===== src/rtl/montgomery_pkg.sv =====
// Shared types and sizing helpers for the Montgomery reduction job sequencer.
package montgomery_pkg;

    typedef enum logic [2:0] {
        IDLE    = 3'd0,
        FEED    = 3'd1,
        DRAIN   = 3'd2,
        COLLECT = 3'd3,
        DONE    = 3'd4,
        ABORT   = 3'd5
    } seq_state_t;

    localparam int REGISTER_SIZE_DEF = 32;
    localparam int NUM_BLOCKS_DEF    = 256;
    localparam int R_DEF             = 4096;
    localparam int CONST_BLOCKS      = R_DEF / REGISTER_SIZE_DEF;
    localparam int OUT_BLOCKS        = NUM_BLOCKS_DEF / 2;
    localparam int BRAM_RD_LATENCY   = 2;

    function automatic int idx_width(input int n);
        return (n > 32'sd1) ? $clog2(n) : 32'sd1;
    endfunction

endpackage


===== src/rtl/wrap_block_counter.sv =====
// Modulo-MAX block index counter with clear priority over increment.
module wrap_block_counter #(
    parameter int MAX = 4,
    parameter int W   = 2
) (
    input  logic         clk_in,
    input  logic         rst_in,
    input  logic         clear_in,
    input  logic         inc_in,
    output logic [W-1:0] count_out
);

    localparam logic [W-1:0] LAST = W'(MAX - 1);

    logic [W-1:0] count_r;

    // index register: clear beats increment, wraps LAST -> 0
    always_ff @(posedge clk_in) begin
        if (rst_in) begin
            count_r <= '0;
        end else if (clear_in) begin
            count_r <= '0;
        end else if (inc_in) begin
            count_r <= (count_r == LAST) ? '0 : count_r + 1'b1;
        end else begin
            count_r <= count_r;
        end
    end

    assign count_out = count_r;

endmodule


===== src/rtl/montgomery_reduce_sequencer.sv =====
// Job controller for one Montgomery reducer: streams T from BRAM, tracks k/N
// constant indices, collects the half-width result and reports done/timeout.
module montgomery_reduce_sequencer
    import montgomery_pkg::*;
#(
    parameter int REGISTER_SIZE  = 32,
    parameter int NUM_BLOCKS     = 256,
    parameter int R              = 4096,
    parameter int TIMEOUT_CYCLES = 65536
) (
    input  logic                                     clk_in,
    input  logic                                     rst_in,
    input  logic                                     start_in,
    output logic                                     busy_out,
    output logic                                     T_rd_out,
    output logic [idx_width(NUM_BLOCKS)-1:0]         T_addr_out,
    input  logic [REGISTER_SIZE-1:0]                 T_block_in,
    output logic                                     red_valid_out,
    output logic [REGISTER_SIZE-1:0]                 red_T_block_out,
    input  logic                                     red_consumed_k_in,
    input  logic                                     red_consumed_N_in,
    output logic [idx_width(R/REGISTER_SIZE)-1:0]    k_idx_out,
    output logic [idx_width(R/REGISTER_SIZE)-1:0]    N_idx_out,
    input  logic                                     red_valid_in,
    input  logic [REGISTER_SIZE-1:0]                 red_block_in,
    input  logic                                     red_final_in,
    output logic                                     red_rst_out,
    output logic                                     res_valid_out,
    output logic [REGISTER_SIZE-1:0]                 res_block_out,
    output logic                                     res_last_out,
    output logic                                     done_out,
    output logic                                     timeout_out
);

    localparam int N_CONST = R / REGISTER_SIZE;
    localparam int N_OUT   = NUM_BLOCKS / 2;
    localparam int AW      = idx_width(NUM_BLOCKS);
    localparam int KW      = idx_width(N_CONST);
    localparam int CW      = $clog2(N_OUT + 1);
    localparam int WW      = $clog2(TIMEOUT_CYCLES + 1);
    localparam int L       = BRAM_RD_LATENCY;

    localparam logic [AW-1:0] LAST_ADDR = AW'(NUM_BLOCKS - 1);
    localparam logic [CW-1:0] LAST_RES  = CW'(N_OUT - 1);
    localparam logic [WW-1:0] WD_LIMIT  = WW'(TIMEOUT_CYCLES - 1);
    localparam logic [WW-1:0] WD_START  = WW'(1);

    seq_state_t                state_r, state_s;
    logic                      busy_r, rd_r, done_r, timeout_r;
    logic                      res_valid_r, res_last_r;
    logic [AW-1:0]             addr_r;
    logic [L-1:0]              rd_pipe_r;
    logic [CW-1:0]             res_cnt_r;
    logic [WW-1:0]             wd_r;
    logic [REGISTER_SIZE-1:0]  res_block_r;

    logic accept_s, active_s, collecting_s, res_take_s, last_hit_s, abort_s;
    logic unused_final_s;

    // Completion is counter-driven, so the reducer's own final flag is not consulted.
    assign unused_final_s = red_final_in;

    assign accept_s     = (state_r == IDLE) && start_in;
    assign active_s     = (state_r != IDLE);
    assign collecting_s = (state_r == FEED) || (state_r == DRAIN) || (state_r == COLLECT);
    assign res_take_s   = collecting_s && red_valid_in;
    assign last_hit_s   = res_take_s && (res_cnt_r == LAST_RES);
    // A last result in flight (arriving now or flagged last cycle) outranks the watchdog.
    assign abort_s      = collecting_s && (wd_r >= WD_LIMIT) && !last_hit_s && !res_last_r;

    // next-state decode
    always_comb begin
        state_s = state_r;
        case (state_r)
            IDLE: begin
                if (start_in) state_s = FEED;
                else          state_s = IDLE;
            end
            FEED: begin
                if (abort_s)                  state_s = ABORT;
                else if (addr_r == LAST_ADDR) state_s = DRAIN;
                else                          state_s = FEED;
            end
            DRAIN: begin
                if (abort_s)                                  state_s = ABORT;
                else if (res_last_r)                          state_s = DONE;
                else if (rd_pipe_r[L-2:0] == '0)              state_s = COLLECT;
                else                                          state_s = DRAIN;
            end
            COLLECT: begin
                if (abort_s)         state_s = ABORT;
                else if (res_last_r) state_s = DONE;
                else                 state_s = COLLECT;
            end
            DONE:    state_s = IDLE;
            ABORT:   state_s = IDLE;
            default: state_s = IDLE;
        endcase
    end

    // state, feed pointer, read-alignment pipe, watchdog and result capture
    always_ff @(posedge clk_in) begin
        if (rst_in) begin
            state_r     <= IDLE;
            busy_r      <= 1'b0;
            rd_r        <= 1'b0;
            done_r      <= 1'b0;
            timeout_r   <= 1'b0;
            addr_r      <= '0;
            rd_pipe_r   <= '0;
            wd_r        <= '0;
            res_cnt_r   <= '0;
            res_valid_r <= 1'b0;
            res_block_r <= '0;
            res_last_r  <= 1'b0;
        end else begin
            state_r   <= state_s;
            busy_r    <= (state_s != IDLE);
            rd_r      <= (state_s == FEED);
            done_r    <= (state_s == DONE);
            timeout_r <= (state_s == ABORT);

            if (accept_s)                                addr_r <= '0;
            else if (state_r == FEED && state_s == FEED) addr_r <= addr_r + 1'b1;
            else                                         addr_r <= addr_r;

            // an abort flushes reads still in flight so the reset reducer sees none
            if (state_s == ABORT) rd_pipe_r <= '0;
            else                  rd_pipe_r <= {rd_pipe_r[L-2:0], rd_r};

            if (accept_s)      wd_r <= WD_START;
            else if (active_s) wd_r <= wd_r + 1'b1;
            else               wd_r <= wd_r;

            if (accept_s)        res_cnt_r <= '0;
            else if (res_take_s) res_cnt_r <= res_cnt_r + 1'b1;
            else                 res_cnt_r <= res_cnt_r;

            res_valid_r <= res_take_s;
            res_block_r <= res_take_s ? red_block_in : '0;
            res_last_r  <= last_hit_s;
        end
    end

    wrap_block_counter #(.MAX(N_CONST), .W(KW)) u_k_idx (
        .clk_in    (clk_in),
        .rst_in    (rst_in),
        .clear_in  (accept_s),
        .inc_in    (active_s && red_consumed_k_in),
        .count_out (k_idx_out)
    );

    wrap_block_counter #(.MAX(N_CONST), .W(KW)) u_n_idx (
        .clk_in    (clk_in),
        .rst_in    (rst_in),
        .clear_in  (accept_s),
        .inc_in    (active_s && red_consumed_N_in),
        .count_out (N_idx_out)
    );

    assign busy_out        = busy_r;
    assign T_rd_out        = rd_r;
    assign T_addr_out      = addr_r;
    assign red_valid_out   = rd_pipe_r[L-1];
    assign red_T_block_out = rd_pipe_r[L-1] ? T_block_in : '0;
    assign red_rst_out     = rst_in | timeout_r;
    assign res_valid_out   = res_valid_r;
    assign res_block_out   = res_block_r;
    assign res_last_out    = res_last_r;
    assign done_out        = done_r;
    assign timeout_out     = timeout_r;

endmodule

===== config.mk =====
export PLATFORM = sky130hd
export DESIGN_NAME = montgomery_reduce_sequencer
export DESIGN_NICKNAME = d
export VERILOG_FILES = /design/src/rtl/montgomery_pkg.sv /design/src/rtl/wrap_block_counter.sv /design/src/rtl/montgomery_reduce_sequencer.sv
export SDC_FILE = /design/constraint.sdc
export NUM_CORES = 1
export LEC_CHECK = 0
export CAP_MARGIN = 5
export CORE_ASPECT_RATIO = 0.8
export CORE_MARGIN = 5
export CORE_UTILIZATION = 62
export DETAILED_ROUTE_END_ITERATION = 10
export DONT_BUFFER_PORTS = 1
export PLACE_DENSITY = 0.78
export SYNTH_ARGS = -nofsm -noshare
export SYNTH_HDL_FRONTEND = slang
export SYNTH_HIERARCHICAL = 1
export SYNTH_SLANG_ARGS = --single-unit

===== constraint.sdc =====
create_clock -name clk_in -period 3 [get_ports clk_in]
set_clock_uncertainty 0.1 [all_clocks]
set_input_delay 0.6 -clock clk_in [delete_from_list [all_inputs] [get_ports clk_in]]
set_output_delay 0.6 -clock clk_in [all_outputs]
set_load 0.02 [all_outputs]

# After elaboration in Yosys (flattened, before gate mapping)
# Cells that the tools add are included.
dict set report totals {
  ff_bits 90
  latch_bits 0
  mem_count 0
  ramBits 0
  rom_bits 0
}
dict set report op_classes {
  eq_ne 10
  n_shift 0
  bitwise_logic 2
  n_mul 0
  n_reduce_logical 20
  div 0
  addsub 5
  muxes 14
  order_cmp 1
}
# op count
set ops {}
lappend ops {{32-bit two-way mux} 1}
lappend ops {{17-bit by 1-bit adder with 17-bit output (second input constant)} 1}
lappend ops {{17-bit by 16-bit >= comparator with 1-bit output (second input constant)} 1}
lappend ops {{8-bit by 1-bit adder with 8-bit output (second input constant)} 2}
lappend ops {{3-bit two-way mux} 5}
lappend ops {{7-bit by 1-bit adder with 7-bit output (second input constant)} 2}
lappend ops {{7-bit == test (second input constant)} 2}
lappend ops {{7-bit two-way mux} 2}
lappend ops {{3-bit case mux with 4 select lines} 1}
lappend ops {{1-bit logical AND} 9}
lappend ops {{8-bit by 7-bit == test with 1-bit output (second input constant)} 1}
lappend ops {{8-bit == test (second input constant)} 1}
lappend ops {{3-bit by 1-bit == test with 1-bit output (second input constant)} 2}
lappend ops {{3-bit by 2-bit == test with 1-bit output (second input constant)} 2}
lappend ops {{3-bit == test (second input constant)} 2}
lappend ops {{3-bit nonzero test} 2}
lappend ops {{2-bit OR reduction} 3}
lappend ops {{1-bit two-way mux} 4}
lappend ops {{3-bit logical NOT} 1}
lappend ops {{1-bit logical NOT} 2}
lappend ops {{1-bit logical OR} 2}
lappend ops {{2-bit two-way mux} 1}
lappend ops {{2-bit nonzero test} 1}
lappend ops {{1-bit NOT} 1}
lappend ops {{1-bit bitwise OR} 1}

# Depth between registers and ports, before layout
dict set report logic_depth {
  ltp_word 12
  ltp_mapped 11
  depth_no_buf 9
}

# By module
# The synthesis kept the hierarchy.
# module seq_area_each_um2 area_per_inst_um2 instances cells_each
set by_module_without_submodules {}
lappend by_module_without_submodules {montgomery_reduce_sequencer 1521.5 3076.7 1 339}
lappend by_module_without_submodules {wrap_block_counter 140.1 291.5 2 32}

# Worst setup path before layout
# Ideal clock, no wire load.
dict set report synth_path {
  path_type {register to register}
  from {register wd_r[7]}
  to {register busy_r (netlist: busy_out)}
  arrival_ns 2.325
  setup_slack_ns 0.442
  setup_time_ns 0.133
  required_ns 2.767
  stages_incl_launch_ff 11
  n_path_buf 1
  path_cell_list {dfxtp_1 > nand4_1 > or2_2 > clkbuf_1 > nor4_1 > ha_1 > a311oi_1 > or3_1 > nor3_1 > nand3b_1 > o211ai_1}
}
dict set report synth_between {
  elab_chain_cells 7
}
# item line_no
set synth_lines {}
lappend synth_lines {{start: declaration} montgomery_reduce_sequencer.sv:54} ;# logic [WW-1:0] wd_r;
lappend synth_lines {{start signal: assignment} montgomery_reduce_sequencer.sv:132} ;# else if (active_s) wd_r <= wd_r + 1'b1;
lappend synth_lines {{start signal: assignment} montgomery_reduce_sequencer.sv:133} ;# else wd_r <= wd_r;
lappend synth_lines {{17-bit by 16-bit >= comparator with 1-bit output (*)} montgomery_reduce_sequencer.sv:69} ;# assign abort_s = collecting_s && (wd_r >= WD_LIMIT) && !last_hit_s && !res_last_r;
lappend synth_lines {{1-bit logical AND (*) (3 in series)} montgomery_reduce_sequencer.sv:69}
lappend synth_lines {{3-bit two-way mux, on equally long branches} {montgomery_reduce_sequencer.sv:91, montgomery_reduce_sequencer.sv:80, montgomery_reduce_sequencer.sv:85}}
lappend synth_lines {{3-bit case mux with 4 select lines (*)} montgomery_reduce_sequencer.sv:74} ;# case (state_r)
lappend synth_lines {{3-bit nonzero test (*)} montgomery_reduce_sequencer.sv:118} ;# busy_r <= (state_s != IDLE);
lappend synth_lines {{end signal: assignment} montgomery_reduce_sequencer.sv:118}
lappend synth_lines {{end: declaration} montgomery_reduce_sequencer.sv:49} ;# logic busy_r, rd_r, done_r, timeout_r;
# Every way passes the cells marked *; elsewhere a longest branch is shown, timed or not.
# A chain may end at the register's enable or synchronous reset.

# Worst setup path after layout
dict set report layout_path {
  from {register wd_r[0]}
  to {register addr_r[5] (netlist: T_addr_out[5])}
}
dict set report layout_between {
  elab_chain_cells 8
}
# item line_no
set layout_lines {}
lappend layout_lines {{17-bit by 16-bit >= comparator with 1-bit output (*)} montgomery_reduce_sequencer.sv:69}
lappend layout_lines {{1-bit logical AND (*) (3 in series)} montgomery_reduce_sequencer.sv:69}
lappend layout_lines {{3-bit two-way mux, on equally long branches} {montgomery_reduce_sequencer.sv:91, montgomery_reduce_sequencer.sv:80, montgomery_reduce_sequencer.sv:85}}
lappend layout_lines {{3-bit case mux with 4 select lines (*)} montgomery_reduce_sequencer.sv:74}
lappend layout_lines {{3-bit by 1-bit == test with 1-bit output (*)} montgomery_reduce_sequencer.sv:124} ;# else if (state_r == FEED && state_s == FEED) addr_r <= addr_r + 1'b1;
lappend layout_lines {{1-bit logical AND (*)} montgomery_reduce_sequencer.sv:124}
lappend layout_lines {{end signal: assignment} montgomery_reduce_sequencer.sv:124}
lappend layout_lines {{end signal: assignment} montgomery_reduce_sequencer.sv:125} ;# else addr_r <= addr_r;
lappend layout_lines {{end: declaration} montgomery_reduce_sequencer.sv:51} ;# logic [AW-1:0] addr_r;
# Marked as above.

==> qor.csv <==
metric;value;unit
outcome;finished clean;
netlist_instances;403;
synth_xor_area_share;6.22;%
worstHoldEndpoint;res_last_out;
place_congestion;0.791;
die_width;95.9;microns
cts_buffer_depth;2;
p_per_area;550;nW/um^2
gr-total-overflow;0;
final_area;3930;sq um
synth_area;3660;sq um
regArea;1800;sq um
grt_max_degree;34;
critPathMaxStageDelay;0.55;ns
die_area;7550;sq um
slew_viol_final;0;
ys_top_cells_by_area;dfxtp_1 49%, and2_1 12%, nor2_1 4.0%;
syn_nets;480;
synthSimpleGateAreaFrac;30.3;%
cts_setup_buffers;0;
io_buffers;0;
layout.cells.non_filler;488;
clk_pin_slew;0.09;ns
grt_pass1_vias;2488;
power_frac_clock;36.7;%
hold_violations;0;
h-tree-depth;3;
initial_core_util;62.9;%
grt.busiest_layer;met2;
area_delta_synth_final;7.28;%
wl_per_cell;15.1;microns
power_leakage;1.39;nW
synthAdderAreaFrac;2.05;%
whs;0.210;ns
detail-route-antenna-nets;0;
period_share;92.1;%
hold_start;rst_in;
netlist.top_cell.by_area;dfxtp_1;
cts_buffers;9;
dr.pass1.iters;4;
synth-seq-cells;90;
ir_drop;400;uV
n_antenna_cell;0;
antenna_found_initial;0;
combPwrFrac;5.1;%
crit_top_cell;ha_1;
place_hpwl;5.59;mm
avgSynthCellArea;9.08;sq um
cts-resized-gates;0;
grt_pass1_wl;11.5;mm
grt_setup_unrepaired;false;
track_usage;19.1;%
switching_share;26.6;%
nFillCells;472;
met2_usage;31.0;%
synth-edff-count;0;
ys_seq_area_share;49.2;%
grtUsageMet1;24.1;%
multi_input_area;1770;sq um
row_count;25;
ys.flop_type;dfxtp_1;
cts.sinks;90;
min_period;2.76;ns
drcViolationCount;0;
layout.nets;479;
setup_viol;0;
critical_path.max_fanout;15;
dr_total_vias;2734;
worst_path_max_delay_cell;a311o_1;
hold-path-cell-count;1;
avgViaCountPerCell;5.60;
setup_tns;0;ns
tightestPinTransition;0.804;ns
crit-reg2reg-launch;wd_r[0];
rrSetupSlack;0.24;ns
synth-async-reset-ratio;0;%
crit_chain;ha_1 -> nand2_1 -> nor4_1 -> ha_1 -> a311oi_1 -> nor2_1 -> a311o_1 -> or4_1 -> a21oi_1;
fmax;362;MHz
p_sw;0.000575;W
cp_data_arrival_time;2.94;ns
clock-root-buffer;clkbuf_8;
cts_tree;yes;
worstRegToRegCells;9;
hp-class;in2reg;
cap_violations;0;
dpl_cell_area;3730;sq um
endpoint_kind;flop;
p_int;0.00158;W
pin_count;165;
synth-compound-area-share;9.13;%
ctsHoldBuffers;0;
synth_warnings;6;
r2r-end;T_addr_out[5];
worstSetupStartpointType;flop;
core_region_area;5820;sq um
chipHeight;78.7;microns
synth_top_area_share;49.2;%
crit_required;3.18;ns
worstSkewPairLatency;0.35;ns
use_met3;7.95;%
routed_wirelength;7.37;mm
max-slew-margin-rel;46.3;%
layout-drive-gt1-share;6.14;%
first_iter_violations;107;
crit_type;reg2reg;
p_seq_share;58.1;%
synth_mux_area_share;0.547;%
dp_cells;472;
synth_top_family_by_area;simple AND/OR/NAND/NOR gates;
synth_cell_types;45;
## worst max-delay path, delay by kind of cell (launching register included)
kind	cells	cell delay [ns]
simple gates	4	0.74
flops	1	0.37
fa+ha+maj	2	0.45
compound gates	3	1.02
## Yosys cell counts (2+ instances only)
library cell and n:
dfxtp_1 90, and2_1 68, nor2_1 39, nand2_1 21, a21oi_1 17, or3_1 15, clkbuf_1 14, nand3_1 14
nand4_1 13, xnor2_1 13, xor2_1 13, nor3_1 12, o21ai_0 12, inv_1 9, ha_1 6, nor4_1 5
o21ai_1 3, or2_2 3, or4_1 3, a211oi_1 2, a21boi_1 2, and3_1 2, mux2i_1 2, nand2b_1 2
nor3b_1 2, o31ai_1 2
## power groups by stage
stage	combinational (W)	sequential, W	clock, W
after floorplan	0.0000980	0.00128	0
after global placement	0.000108	0.00128	0
after detailed placement	0.000111	0.00128	0
after CTS	0.000111	0.00126	0.000815
after global routing	0.000124	0.00126	0.000877
final	0.000110	0.00126	0.000793
## cell usage in the layout, fill, tap and decap left out, types with 6 or more instances in the layout
cell / count
nand3_1: 14
dfxtp_1: 90
nand4_1: 13
nand2_1: 21
ha_1: 6
o21ai_0: 12
a21oi_1: 17
xor2_1: 13
nor3_1: 12
xnor2_1: 13
or3_1: 15
inv_1: 9
clkbuf_8: 9
and2_1: 68
nor2_1: 39
## routing by layer
metal / wire [microns] / part of all wire (%) / up-vias
met5: 0 / 0 / -
met4: 46 / 0.62 / 0
met3: 595 / 8.1 / 5
met2: 3640 / 49 / 88
met1: 3090 / 42 / 1260
li1: - / - / 1381
## through the flow
step / util, % / power (W) / worst slack [ns]
final: 67.5 / 0.00216 / 0.238
after global routing: 67.5 / 0.00226 / 0.0725
after CTS: 67.5 / 0.00218 / 0.247
after detailed placement: 64.0 / 0.00140 / 0.265
after global placement: 64.0 / 0.00139 / 0.330
after floorplan: - / 0.00138 / 0.442
## state kept, by name (all words and copies together), names as in the netlist
register           cells
T_addr_out             8
T_rd_out               1
busy_out               1
done_out               1
rd_pipe_r              2
res_block_out         32
res_cnt_r              8
res_last_out           1
res_valid_out          1
state_r                3
timeout_out            1
u_k_idx/count_out      7
u_n_idx/count_out      7
wd_r                  17
## cells by family after synthesis
kind of cell	count (synthesis)
buf+inv	24
fa+ha+maj	6
mux	2
xor+xnor	26
compound gates	51
simple gates	204
flops	90
## final cells by class
cell class                 instances  area share [%]
clock buffer                       9            3.15
clock inverter                     7            1.94
inverter                           9           0.860
multi-input combinational        289            45.0
sequential                        90            45.9
tap                               81            2.58
timing repair buffer               3           0.574
## worst max path at each step
| stage | end | startpoint | cells after the start | slack (ns) |
|---|---|---|---|---|
| 5_1_grt | T_addr_out[5] | wd_r[0] | 9 | 0.07 |
| 4_1_cts | T_addr_out[5] | wd_r[7] | 9 | 0.25 |
| 3_3_place_gp | T_addr_out[7] | wd_r[0] | 9 | 0.33 |
| 6_report | T_addr_out[5] | wd_r[0] | 9 | 0.24 |
| 2_1_floorplan | busy_out | wd_r[7] | 10 | 0.44 |
| 3_5_place_dp | T_addr_out[5] | wd_r[7] | 9 | 0.26 |
(Power assumes the default switching activity.)
